==> config.mk <==
export PLATFORM = sky130hd
export DESIGN_NAME = bit_serial_subtractor
export DESIGN_NICKNAME = d
export VERILOG_FILES = /design/src/rtl/plis_pkg.sv /design/src/rtl/one_bit_subtractor.sv /design/src/rtl/bit_serial_subtractor.sv
export SDC_FILE = /design/constraint.sdc
export NUM_CORES = 1
export LEC_CHECK = 0
export ABC_CLOCK_PERIOD_IN_PS = 1800
export BUFFER_PORTS_ARGS = -buffer_cell sky130_fd_sc_hd__buf_2
export CORE_ASPECT_RATIO = 1.5
export CORE_MARGIN = 1
export CORE_UTILIZATION = 54
export CTS_BUF_LIST = sky130_fd_sc_hd__clkbuf_16
export DETAILED_ROUTE_END_ITERATION = 8
export GPL_TIMING_DRIVEN = 0
export PLACE_DENSITY = 0.82
export SYNTH_ARGS = -nofsm -noshare
export SYNTH_HDL_FRONTEND = slang
export SYNTH_SLANG_ARGS = --single-unit
==> constraint.sdc <==
create_clock -name clk -period 1.8 [get_ports clk]
set_clock_uncertainty 0.1 [all_clocks]
set_input_delay 0.18 -clock clk [delete_from_list [all_inputs] [get_ports clk]]
set_output_delay 0.18 -clock clk [all_outputs]
set_load 0.02 [all_outputs]
==> src/rtl/plis_pkg.sv <==
// Shared types and helpers for the bit-serial arithmetic units.
package plis_pkg;

    typedef enum logic [1:0] {SUB_IDLE, SUB_RUN, SUB_DONE} sub_state_t;

    // Bits needed to hold values 0..value-1; used to size the bit counter.
    function automatic int clog2(input int value);
        int r;
        r = 0;
        while ((1 << r) < value) r++;
        return r;
    endfunction

endpackage

==> src/rtl/one_bit_subtractor.sv <==
// Combinational full-subtractor cell: d = x - y - bin, bout is the borrow out.
module one_bit_subtractor (
    input  logic x,
    input  logic y,
    input  logic bin,
    output logic d,
    output logic bout
);

    assign d    = x ^ y ^ bin;
    assign bout = (~x & y) | (~(x ^ y) & bin);

endmodule

==> src/rtl/bit_serial_subtractor.sv <==
// Bit-serial subtractor: diff = a - b - bin, one bit per clock, LSB first.
// Optional signed overflow flag enabled by defining BIT_SERIAL_SUB_OVF_EN.
module bit_serial_subtractor
    import plis_pkg::*;
#(
    parameter int WIDTH = 8
) (
    input  logic             clk,
    input  logic             rst,
    input  logic             start,
    input  logic [WIDTH-1:0] a,
    input  logic [WIDTH-1:0] b,
    input  logic             bin,
    output logic             busy,
    output logic             done,
    output logic [WIDTH-1:0] diff,
    output logic             borrow_out,
    output logic             ovf
);

    localparam int CW = clog2(WIDTH + 1);

    sub_state_t       state;
    logic [WIDTH-1:0] a_sr;
    logic [WIDTH-1:0] b_sr;
    logic [WIDTH-1:0] res_sr;
    logic             br;
    logic [CW-1:0]    count;
    logic             d;
    logic             bout;
    logic [WIDTH-1:0] res_next;
    logic             last;

    one_bit_subtractor u_cell (
        .x    (a_sr[0]),
        .y    (b_sr[0]),
        .bin  (br),
        .d    (d),
        .bout (bout)
    );

    // res_next already includes the bit being produced this cycle, so the
    // final value can be captured into diff on the same edge we leave RUN.
    assign res_next = {d, res_sr[WIDTH-1:1]};
    assign last     = (count == CW'(WIDTH - 1));

`ifdef BIT_SERIAL_SUB_OVF_EN
    logic a_msb;
    logic b_msb;
`else
    assign ovf = 1'b0;
`endif

    always_ff @(posedge clk or posedge rst) begin
        if (rst) begin
            state      <= SUB_IDLE;
            a_sr       <= '0;
            b_sr       <= '0;
            res_sr     <= '0;
            br         <= 1'b0;
            count      <= '0;
            busy       <= 1'b0;
            done       <= 1'b0;
            diff       <= '0;
            borrow_out <= 1'b0;
`ifdef BIT_SERIAL_SUB_OVF_EN
            a_msb      <= 1'b0;
            b_msb      <= 1'b0;
            ovf        <= 1'b0;
`endif
        end else begin
            case (state)
                SUB_IDLE, SUB_DONE: begin
                    done <= 1'b0;
                    if (start) begin
                        a_sr  <= a;
                        b_sr  <= b;
                        br    <= bin;
                        count <= '0;
                        busy  <= 1'b1;
                        state <= SUB_RUN;
`ifdef BIT_SERIAL_SUB_OVF_EN
                        a_msb <= a[WIDTH-1];
                        b_msb <= b[WIDTH-1];
`endif
                    end else begin
                        state <= SUB_IDLE;
                    end
                end
                SUB_RUN: begin
                    a_sr   <= a_sr >> 1;
                    b_sr   <= b_sr >> 1;
                    res_sr <= res_next;
                    br     <= bout;
                    count  <= count + CW'(1);
                    if (last) begin
                        state      <= SUB_DONE;
                        busy       <= 1'b0;
                        done       <= 1'b1;
                        diff       <= res_next;
                        borrow_out <= bout;
`ifdef BIT_SERIAL_SUB_OVF_EN
                        ovf        <= (a_msb != b_msb) && (d != a_msb);
`endif
                    end
                end
                default: state <= SUB_IDLE;
            endcase
        end
    end

endmodule
## After elaboration in Yosys (flattened, before gate mapping)

Index checks and enable logic that the tools add are counted.

- Add/subtract/negate cells: 1
- $mul: 0
- Div/mod/pow operators: 0
- Magnitude comparators: 0
- Equality and inequality tests: 5
- Shift operators: 0
- Mux-type cells: 16
- Bitwise gates (word level): 7
- Reductions and logical operators: 7

Operators with widths:

| cell | count |
|---|---|
| 8-bit one-hot mux with 2 select lines | 2 |
| 8-bit two-way mux | 2 |
| 4-bit one-hot mux with 2 select lines | 1 |
| 1-bit one-hot mux with 2 select lines | 3 |
| 2-bit AND reduction | 3 |
| 1-bit two-way mux | 5 |
| 4-bit by 1-bit adder with 4-bit output, second input constant | 1 |
| 4-bit by 3-bit equality test with 1-bit output, second input constant | 1 |
| 4-bit two-way mux | 1 |
| 2-bit inequality test, second input constant | 2 |
| 2-bit one-hot mux with 2 select lines | 1 |
| 3-bit AND reduction | 1 |
| 1-bit bitwise AND | 2 |
| 2-bit by 1-bit equality test with 1-bit output, second input constant | 1 |
| 2-bit equality test, second input constant | 1 |
| 2-bit logical NOT | 1 |
| 2-bit two-way mux | 1 |
| 1-bit NOT | 2 |
| 2-bit nonzero test | 1 |
| 2-bit OR reduction | 1 |
| 1-bit XOR | 2 |
| 1-bit OR | 1 |

- Register bits after elaboration: 42
- Bits in latches: 0
- Memory bits (writable): 0
- Bits in read-only memories: 0
- Bits of input ports: 20
- Output and inout port bits: 12
- Word-level logic and storage cells: 46
- Memories kept: 0

## Depth between registers and ports, before layout

Gate-level depths: netlist (run 1).

- Depth in word-level cells: 5
- Mapped depth: 5
- Mapped depth without buffers: 4

## Hierarchy

A second synthesis (run 1) with hierarchy kept.

- Cell total of the unflattened synthesis: 123
- Area total of the unflattened synthesis: 1,720.4 um^2

Modules (own cells, without submodules):

| module | instances | cells an instance | area an instance (um^2) |
|---|---|---|---|
| bit_serial_subtractor | 1 | 119 | 1,689.1 |
| one_bit_subtractor | 1 | 4 | 31.3 |

## Worst setup path before layout (run 1)

Ideal clock, no wire load.

- Path type: register to register
- From: register state[1]
- To: register diff[0]
- Library setup time: 0.125 ns
- Data arrival time: 1.292 ns
- Required time: 1.575 ns
- Path slack: 0.283 ns
- Cell stages (with the launch flop): 6
- Cells stage by stage: dfrtp_1 nand2b_1 buf_6 nor3_4 buf_6 mux2_4

- Cells in the longest elaborated chain, start to end: 2

RTL lines:

| element | line | RTL |
|---|---|---|
| from (decl) | bit_serial_subtractor.sv:23 | `sub_state_t state;` |
| from (signal assigned) | bit_serial_subtractor.sv:56 | `state <= SUB_IDLE;` |
| from (signal assigned) | bit_serial_subtractor.sv:81 | `state <= SUB_RUN;` |
| from (signal assigned) | bit_serial_subtractor.sv:87 | `state <= SUB_IDLE;` |
| 2-bit by 1-bit equality test with 1-bit output | bit_serial_subtractor.sv:72 | `case (state)` |
| 2-bit AND reduction (no line) | -- |  |
| to (signal assigned) | bit_serial_subtractor.sv:100 | `diff <= res_next;` |
| to (decl) | bit_serial_subtractor.sv:16 | `output logic [WIDTH-1:0] diff,` |

Every way passes these cells.
A chain may end at the register's enable or synchronous reset.

## Worst setup path in the final report (run 1)

- From: register count[0]
- To: register diff[5]

- Cells in the longest elaborated chain, start to end: 2

RTL lines:

| element | line | RTL |
|---|---|---|
| from (decl) | bit_serial_subtractor.sv:28 | `logic [CW-1:0] count;` |
| from (signal assigned) | bit_serial_subtractor.sv:95 | `count <= count + CW'(1);` |
| 4-bit by 3-bit equality test with 1-bit output | bit_serial_subtractor.sv:45 | `assign last = (count == CW'(WIDTH - 1));` |
| 2-bit AND reduction (no line) | -- |  |

Every way passes these cells.

==> results.ini, run 1 <==
[run_status]
run_status = finished, final reports clean

[sta]
post-route-period-util_pct = 92.32
slew_violations = 0
finalSetupViolCount = 0
worst_slew_pin_slew_ps = 826.8
setup_slack_ps = 138.2
fin_tns_setup_ps = 0
max_freq_mhz = 601.8
layout_min_cycle_time_ps = 1662
slew_headroom_pct = 44.80
rsz0062_at_grt = false
hold_violations = 0

[detailed_routing]
drc = 0
ant_nets = 0
wl_met2_um = 1943
wl_um = 3642
drt-initial-drc-count = 47
top_layer = met4
wl_met1_um = 1472
vias = 1278
wl_met3_um = 150
vias_per_cell = 5.462
avgRoutedWirePerCell_um = 15.56
dr.pass1.iters = 4

[setup_path]
arrival_ps = 1730
worst_ep_required_time_ps = 1870
worstSetupStartpointType = flop
r2r-end = diff[5]$_DFFE_PP0P_
r2r-start = count[0]$_DFFE_PP0P_
reg2reg_depth = 5
critical_path.max_stage_delay_ps = 400
crit_path_top_delay_cell = dfrtp_1
worst_setup_path_end_kind = flop
worstPathCellList = ha_1 > nand2_1 > nor3_4 > buf_6 > mux2_4
crit_type = reg -> reg
critical_path.max_fanout = 10
reg2reg_slack_ps = 140

[synthesis]
synthMuxAreaShare_pct = 8.166
ys_seq_area_share_pct = 58.74
synth_compound_area_share_pct = 10.03
avgSynthCellArea_um2 = 11.20
synth-simple-area-share_pct = 15.83
synth_cell_types = 26
synth_warnings = 0
ys_ff_latch = 41
synthXorXnorAreaFrac_pct = 0
syn_nets = 178
synthAdderAreaFrac_pct = 1.862
syn-cell-area_mm2 = 0.001747
synth_top_family_by_area = simple AND/OR/NAND/NOR gates
synth_cells = 156

[hold_path]
min_to = a_sr[2]$_DFFE_PP0P_
hp-start = a[2]
holdPathStages = 3
hold_path.class = in -> reg

[finish]
fin_cells = 234
syn2layout_area_growth_pct = 22.85
drive_above_1_share_pct = 29.23
final_cell_mix = 41 x dfrtp_1, 37 x nand2_1, 36 x buf_2
n_antenna_cell = 0
layout_commonest_cell = dfrtp_1
layout.nets = 216

[power_and_ir_drop]
leakage_nw = 1.107
power_density_mw_per_mm2 = 2021
peakVddDrop_v = 0.001316
totalPowerFinal_mw = 4.336

[grt]
grt_overflow = 0
track_usage_pct = 24.11
grt_pass1_vias = 1369
grt_max_degree = 42
antenna_found_initial = 0
grt_pass1_wl_um = 6216

[clock_tree]
cts_root_buf = clkbuf_16
path_clk_slew_ps = 60
ctsHtreeMaxLevel = 2
clkSinkCount = 41
clk_path_buf_depth = 2
cts_buffers = 5
cts_tree = yes
clock_latency_ps = 290
post_cts_resized = 0

[floorplan]
dieArea_mm2 = 0.003471
core_area_mm2 = 0.003003
fp.dieW_um = 48.44
row_count = 24
io_pins = 32
die_h_um = 71.66
start_util_pct = 58.17

[placed_design]
place_congestion = 0.7903
io_buffers = 30
placedCellCount = 225
place_ws_ps = 157.3
hpwlAfterDp_um = 2512

[run]
max-cap-violations = 0

-- cell families after synthesis --
kind of cell / Yosys count
adders and majority gates: 2
buffers and inverters: 17
AOI/OAI and AO/OA: 23
DFF: 41
other: 1
muxes: 11
and+or+nand+nor: 61
-- flip-flops by register name, summed over array words and instances, names as in the netlist --
register    flops
a_sr            8
b_sr            8
diff            8
res_sr          7
count           4
state           2
borrow_out      1
br              1
busy            1
done            1
-- worst max-delay path: cells and delay by family (launching register included) --
family	cells	cell delay (ps)
adder cells (fa/ha/maj)	1	220
buffers and inverters	1	210
flip-flops	1	400
multiplexers	1	320
AND/OR/NAND/NOR	2	300
-- cell type report --
type                            count  area [µm²]
Timing Repair Buffer               31       160.2
Buffer                             12       71.32
Inverter                            5       18.77
Fill cell                         246       857.1
Sequential cell                    41        1026
Clock buffer                        5       125.1
Tap cell                           39       48.80
Clock inverter                      3       65.06
Multi-Input combinational cell     98       630.6
-- what timing repair did --
action / CTS / global route
setup endpoints to repair: 0 / 0
buffers inserted: 0 / 0
hold endpoints to repair: 41 / 0
hold buffers: 1 / 0
-- how the worst max path moves through the flow --
stage	start	to	slack [ps]	cells after the start
final	count[0]$_DFFE_PP0P_	diff[5]$_DFFE_PP0P_	140	5
after global routing	count[0]$_DFFE_PP0P_	diff[1]$_DFFE_PP0P_	80	5
after CTS	count[0]$_DFFE_PP0P_	diff[5]$_DFFE_PP0P_	150	5
after detailed placement	state[1]$_DFFE_PP0P_	diff[5]$_DFFE_PP0P_	160	5
after global placement	rst	b_sr[4]$_DFFE_PP0P_	130	2
after floorplan	state[1]$_DFFE_PP0P_	diff[0]$_DFFE_PP0P_	280	5
-- where the power goes --
| group | total, mW | switching (mW) | internal [mW] |
|---|---|---|---|
| registers | 1.63 | 0.279 | 1.35 |
| clock network | 1.15 | 0.363 | 0.792 |
| logic | 1.55 | 0.886 | 0.666 |
| total | 4.34 | 1.53 | 2.81 |
-- metrics by stage --
stage	cell area (µm²)	hold slack (ps)	utilization [%]
6_report	2146	10.63	71.46
5_1_grt	2146	27.72	71.46
4_1_cts	2146	12.32	71.46
3_5_place_dp	1946	290.5	64.79
3_3_place_gp	1946	295.3	64.79
2_1_floorplan	1747	208.1	-
-- metal layers --
layer,GRT usage [%],vias up
met5,0,-
met4,12.42,0
met3,7.006,8
met2,41.94,42
met1,26.70,625
li1,-,603
-- cell usage after synthesis, drive strengths merged --
cell type  instances  area, µm²
dfrtp             41       1026
nand2             37      138.9
nand3             14      70.07
a22oi             13      97.59
buf                9      60.06
mux2               8      112.6
inv                5      18.77
a22o               4      35.03
clkbuf             3      11.26
mux2i              3      30.03
o21ai              3      15.01
a221o              2      20.02
nand2b             2      12.51
nor2               2      7.510
nor2b              2      12.51
nor3               2      21.27
a21o               1      7.510
and2b              1      7.510
conb               1      3.750
fa                 1      20.02
ha                 1      12.51
nand4              1      6.260
Note: power is estimated with default switching activity, not from simulation.
==> inputs of run 2 (changes only) <==
--- a/config.mk
+++ b/config.mk
@@ -5,7 +5,7 @@
 export SDC_FILE = /design/constraint.sdc
 export NUM_CORES = 1
 export LEC_CHECK = 0
-export ABC_CLOCK_PERIOD_IN_PS = 1800
+export ABC_CLOCK_PERIOD_IN_PS = 1900
 export BUFFER_PORTS_ARGS = -buffer_cell sky130_fd_sc_hd__buf_2
 export CORE_ASPECT_RATIO = 1.5
 export CORE_MARGIN = 1
@@ -14,6 +14,7 @@
 export DETAILED_ROUTE_END_ITERATION = 8
 export GPL_TIMING_DRIVEN = 0
 export PLACE_DENSITY = 0.82
+export RECOVER_POWER = 50
 export SYNTH_ARGS = -nofsm -noshare
 export SYNTH_HDL_FRONTEND = slang
 export SYNTH_SLANG_ARGS = --single-unit
==> constraint.sdc (replaced) <==
create_clock -name clk -period 1.9 [get_ports clk]
set_clock_uncertainty 0.1 [all_clocks]
set_input_delay 0.19 -clock clk [delete_from_list [all_inputs] [get_ports clk]]
set_output_delay 0.19 -clock clk [all_outputs]
set_load 0.02 [all_outputs]
==> results.ini, run 2 (synthesis results as in run 1) <==
[run_status]
run_status = finished, final reports clean

[grt]
grt_overflow = 0  ; unchanged
track_usage_pct = 24.11  ; unchanged
grt_max_degree = 42  ; unchanged
grt_pass1_wl_um = 6216  ; unchanged
grt_pass1_vias = 1369  ; unchanged
antenna_found_initial = 0  ; unchanged

[clock_tree]
cts_buffers = 5  ; unchanged
ctsHtreeMaxLevel = 2  ; unchanged
cts_root_buf = clkbuf_16
clock_latency_ps = 280  ; about the same
ctsHoldBuffers = 1  ; unchanged
post_cts_resized = 0  ; unchanged
clk_path_buf_depth = 2  ; unchanged
cts_tree = yes
path_clk_slew_ps = 60  ; about the same
postCtsSetupRepairBufs = 0  ; unchanged
clkSinkCount = 41  ; unchanged

[setup_path]
worstPathCellList = ha_1 > nand2_1 > nor3_4 > buf_6 > mux2_4
worst_ep_required_time_ps = 1970  ; +100 ps
critical_path.max_fanout = 10  ; unchanged
worstSetupStartpointType = flop
crit_type = reg -> reg
critical_path.max_stage_delay_ps = 400  ; about the same
worst_setup_path_end_kind = flop
arrival_ps = 1710  ; -20 ps
crit_path_top_delay_cell = dfrtp_1

[placed_design]
hpwlAfterDp_um = 2512  ; unchanged
post_dp_cell_area_mm2 = 0.001946  ; unchanged
place_congestion = 0.7903  ; unchanged
place_ws_ps = 257.3  ; +100.0 ps
io_buffers = 30  ; unchanged

[sta]
max_freq_mhz = 608.7  ; +1.1%
post-route-period-util_pct = 86.47  ; -5.9 points
rsz0062_at_grt = false
worst_slew_pin_slew_ps = 828.0  ; +1.216 ps
setup_slack_ps = 257.1  ; +118.9 ps
layout_min_cycle_time_ps = 1643  ; -18.88 ps
finalSetupViolCount = 0  ; unchanged
fin_tns_setup_ps = 0  ; unchanged
slew_violations = 0  ; unchanged
hold_violations = 0  ; unchanged
slew_headroom_pct = 44.72  ; -0.081 points

[power_and_ir_drop]
p_switching_mw = 1.446  ; -5.4%
peakVddDrop_v = 0.001241  ; -5.7%
totalPowerFinal_mw = 4.069  ; -6.2%
combPwrFrac_pct = 35.2  ; -0.6 points
swShare_pct = 35.53  ; +0.28 points
p_int_mw = 2.623  ; -6.6%
seqPwrFrac_pct = 37.9  ; +0.3 points
power_density_mw_per_mm2 = 1911  ; -5.4%
power_frac_clock_pct = 26.8  ; +0.2 points
leakage_nw = 1.071  ; -3.3%

[finish]
syn2layout_area_growth_pct = 21.92
final_cell_mix = 41 x dfrtp_1, 37 x nand2_1, 23 x buf_2
final_area_mm2 = 0.002130  ; -0.76%
drive_above_1_share_pct = 22.56  ; -6.7 points
fillers = 256  ; +4.1%
n_antenna_cell = 0  ; unchanged
reg_top3 = a_sr: 8 flops, b_sr: 8 flops, diff: 8 flops
layout.nets = 216  ; unchanged
layout_commonest_cell = dfrtp_1

[floorplan]
die_h_um = 71.66  ; unchanged
row_count = 24  ; unchanged
fp.dieW_um = 48.44  ; unchanged
start_util_pct = 58.17  ; unchanged
dieArea_mm2 = 0.003471  ; unchanged
core_area_mm2 = 0.003003  ; unchanged
io_pins = 32  ; unchanged

[detailed_routing]
avgRoutedWirePerCell_um = 15.51  ; -0.36%
drc = 0  ; unchanged
vias_per_cell = 5.410  ; -0.94%
dr.pass1.iters = 4  ; unchanged
ant_nets = 0  ; unchanged
vias = 1266  ; -0.94%
wl_um = 3629  ; -0.36%
drt-initial-drc-count = 41  ; -13%

[hold_path]
hold_path.class = in -> reg

[run]
max-cap-violations = 0  ; unchanged

[run 2: power by group through the flow]
| stage | registers [mW] | logic [mW] | clock network (mW) |
|---|---|---|---|
| after floorplan | 1.63 | 0.947 | 0 |
| after global placement | 1.51 | 1.38 | 0 |
| after detailed placement | 1.55 | 1.46 | 0 |
| after CTS | 1.54 | 1.48 | 1.10 |
| after global routing | 1.59 | 1.61 | 1.13 |
| final | 1.54 | 1.43 | 1.09 |
[run 2: worst max-delay path: cells and delay by family, from the launching register on]
| kind | cells | cell delay [ps] |
|---|---|---|
| mux | 1 | 320 |
| buf+inv | 1 | 200 |
| flops | 1 | 400 |
| fa+ha+maj | 1 | 210 |
| simple gates | 2 | 290 |
[run 2: cell type report]
type | count | area, µm² | share of cell area [%]
multi-input combinational | 98 | 630.6 | 29.61
inverter | 5 | 18.77 | 0.8813
clock inverter | 3 | 65.06 | 3.055
tap | 39 | 48.80 | 2.291
timing repair buffer | 31 | 145.1 | 6.816
sequential | 41 | 1026 | 48.18
buffer | 12 | 70.07 | 3.290
clock buffer | 5 | 125.1 | 5.875
[run 2: per-layer routing]
layer	global-route usage [%]	vias to the layer above	wire, µm
li1	-	607	-
met1	26.70	614	1469
met2	41.94	39	1934
met3	7.006	6	158
met4	12.42	0	66
met5	0	-	0
[run 2: worst paths after layout]
kind | from | end | slack, ps | cells past startpoint
worst min register to register | done$_DFFE_PP0P_ | done$_DFFE_PP0P_ | 380 | 1
max in group asynchronous | rst | b_sr[2]$_DFFE_PP0P_ | 680 | 3
min in group asynchronous | rst | state[1]$_DFFE_PP0P_ | 500 | 3
worst max-delay path | count[0]$_DFFE_PP0P_ | diff[5]$_DFFE_PP0P_ | 260 | 5
worst max register to register | count[0]$_DFFE_PP0P_ | diff[5]$_DFFE_PP0P_ | 260 | 5
worst min-delay path | a[2] | a_sr[2]$_DFFE_PP0P_ | 20 | 3
[run 2: per-stage QoR]
stage               hold slack, ps  instances  util (%)
floorplan                    218.1        156         -
global placement             305.3        225     64.79
detailed placement           300.5        225     64.79
CTS                          22.32        234     71.46
global route                 37.72        234     70.92
finish                       20.30        234     70.92
==> inputs of run 3 (changes only) <==
--- a/config.mk
+++ b/config.mk
@@ -5,16 +5,17 @@
 export SDC_FILE = /design/constraint.sdc
 export NUM_CORES = 1
 export LEC_CHECK = 0
-export ABC_CLOCK_PERIOD_IN_PS = 1900
+export ABC_CLOCK_PERIOD_IN_PS = 2100
 export BUFFER_PORTS_ARGS = -buffer_cell sky130_fd_sc_hd__buf_2
 export CORE_ASPECT_RATIO = 1.5
 export CORE_MARGIN = 1
-export CORE_UTILIZATION = 54
+export CORE_UTILIZATION = 58
 export CTS_BUF_LIST = sky130_fd_sc_hd__clkbuf_16
 export DETAILED_ROUTE_END_ITERATION = 8
 export GPL_TIMING_DRIVEN = 0
-export PLACE_DENSITY = 0.82
+export PLACE_DENSITY = 0.87
 export RECOVER_POWER = 50
+export SKIP_LAST_GASP = 1
 export SYNTH_ARGS = -nofsm -noshare
 export SYNTH_HDL_FRONTEND = slang
 export SYNTH_SLANG_ARGS = --single-unit
==> constraint.sdc (replaced) <==
create_clock -name clk -period 2.1 [get_ports clk]
set_clock_uncertainty 0.1 [all_clocks]
set_input_delay 0.21 -clock clk [delete_from_list [all_inputs] [get_ports clk]]
set_output_delay 0.21 -clock clk [all_outputs]
set_load 0.02 [all_outputs]
==> results.ini, run 3 (synthesis results as in run 1) <==
[clock_tree]
post_cts_resized = 0  ; unchanged
postCtsSetupRepairBufs = 0  ; unchanged
clkSinkCount = 41  ; unchanged
clk_path_buf_depth = 2  ; unchanged
cts_buffers = 5  ; unchanged
cts_tree = yes
cts_root_buf = clkbuf_16
ctsHoldBuffers = 0  ; -1
clock_latency_ps = 280  ; about the same
path_clk_slew_ps = 50  ; about the same
ctsHtreeMaxLevel = 2  ; unchanged

[floorplan]
io_pins = 32  ; unchanged
start_util_pct = 60.59  ; +2.4 points
row_count = 24  ; unchanged
dieArea_mm2 = 0.003239  ; -6.7%
fp.dieW_um = 46.81  ; -3.4%
die_h_um = 69.21  ; -3.4%
core_area_mm2 = 0.002883  ; -4.0%

[sta]
fin_tns_setup_ps = 0  ; unchanged
finalSetupViolCount = 0  ; unchanged
max_freq_mhz = 614.3  ; +0.92%
hold_violations = 0  ; unchanged
post-route-period-util_pct = 77.52  ; -9.0 points
rsz0062_at_grt = false
layout_min_cycle_time_ps = 1628  ; -15.02 ps
slew_violations = 0  ; unchanged
slew_headroom_pct = 1.499  ; -43 points
setup_slack_ps = 472.1  ; +215.0 ps
worst_slew_pin_slew_ps = 1476  ; +647.9 ps
whs_ps = 39.62  ; +19.32 ps

[setup_path]
cp_num_buf_inv = 1  ; unchanged
cpLargestDelayFamily = flip-flops
arrival_ps = 1690  ; -20 ps
worst_ep_required_time_ps = 2160  ; +190 ps
worstPathCellList = ha_1 > nand2_1 > nor3_4 > buf_6 > mux2_4
worst_setup_path_end_kind = flop
reg2reg_slack_ps = 470  ; +220 ps
critical_path.max_stage_delay_ps = 400  ; about the same
crit_path_top_delay_cell = dfrtp_1
crit_type = reg -> reg
worstSetupStartpointType = flop
critical_path.max_fanout = 10  ; unchanged

[finish]
n_antenna_cell = 0  ; unchanged
layout_commonest_cell = dfrtp_1
reg_top3 = a_sr: 8 flops, b_sr: 8 flops, diff: 8 flops
final_cell_mix = 41 x dfrtp_1, 37 x nand2_1, 31 x buf_2
layout.nets = 215  ; -0.46%
syn2layout_area_growth_pct = 18.98
drive_above_1_share_pct = 25.77  ; +3.2 points
utilization_pct = 72.09  ; +1.2 points

[grt]
grt_pass1_vias = 1360  ; -0.66%
track_usage_pct = 24.05  ; -0.061 points
antenna_found_initial = 0  ; unchanged
grt_pass1_wl_um = 5692  ; -8.4%
grt_overflow = 0  ; unchanged
grt_max_degree = 42  ; unchanged

[run_status]
run_status = complete, but fails checks
violations = capacitance limit

[detailed_routing]
wl_um = 3307  ; -8.9%
vias_per_cell = 5.536  ; +2.3%
avgRoutedWirePerCell_um = 14.19  ; -8.5%
drt-initial-drc-count = 50  ; +22%
vias = 1290  ; +1.9%
ant_nets = 0  ; unchanged
dr.pass1.iters = 6  ; +2
drc = 0  ; unchanged

[placed_design]
io_buffers = 30  ; unchanged
place_ws_ps = 479.0  ; +221.6 ps
place_congestion = 0.7606  ; -3.8%

[power_and_ir_drop]
p_switching_mw = 1.258  ; -13%
leakage_nw = 1.072  ; +0.14%
power_density_mw_per_mm2 = 1638  ; -14%
combPwrFrac_pct = 38.3  ; +3.1 points
seqPwrFrac_pct = 40.8  ; +2.9 points
p_int_mw = 2.146  ; -18%
swShare_pct = 36.96  ; +1.4 points
power_frac_clock_pct = 20.9  ; -5.9 points
peakVddDrop_v = 0.0009220  ; -26%

[hold_path]
hold_path.class = in -> reg

[run]
max-cap-violations = 1  ; +1

## run 3: power groups by stage
| stage | Sequential (mW) | Combinational [mW] | Clock, mW |
|---|---|---|---|
| 2_1_floorplan | 1.47 | 0.857 | 0 |
| 4_1_cts | 1.39 | 1.33 | 0.723 |
| 6_report | 1.39 | 1.30 | 0.712 |
| 3_5_place_dp | 1.40 | 1.30 | 0 |
| 3_3_place_gp | 1.37 | 1.25 | 0 |
| 5_1_grt | 1.43 | 1.47 | 0.747 |
## run 3: cell type report
type	count	area, µm²
multi-input cells	98	630.6
plain buffers	12	71.32
clock buffers	5	125.1
fillers	244	804.5
well taps	39	48.80
inverters	5	18.77
clock inverters	3	13.76
repair buffers	30	143.9
flip-flops and latches	41	1026
## run 3: layer usage
layer	GRT usage, %	routed length, µm	vias up
li1	-	-	603
met1	28.44	1301	634
met2	40.28	1781	45
met3	4.167	148	8
met4	11.11	76	0
met5	0	0	-
## run 3: path summary, 6_finish.rpt
path,startpoint,to,depth (start not counted)
max in group asynchronous,rst,diff[6]$_DFFE_PP0P_,2
worst max register to register,count[0]$_DFFE_PP0P_,diff[1]$_DFFE_PP0P_,5
worst min-delay path,a[2],a_sr[2]$_DFFE_PP0P_,3
worst min register to register,done$_DFFE_PP0P_,done$_DFFE_PP0P_,1
worst max-delay path,count[0]$_DFFE_PP0P_,diff[1]$_DFFE_PP0P_,5
min in group asynchronous,rst,diff[1]$_DFFE_PP0P_,2
## run 3: worst register-to-register path: cells and delay by family, from the launching register on
family	cells	cell delay, ps
simple gates	2	280
buf+inv	1	200
mux	1	320
flops	1	400
fa+ha+maj	1	210
## run 3: stage by stage
step / total power [mW] / std cells / area [µm²]
4_1_cts: 3.438 / 233 / 2085
5_1_grt: 3.644 / 233 / 2078
2_1_floorplan: 2.328 / 156 / 1747
3_5_place_dp: 2.697 / 225 / 1946
3_3_place_gp: 2.613 / 225 / 1946
6_report: 3.404 / 233 / 2078
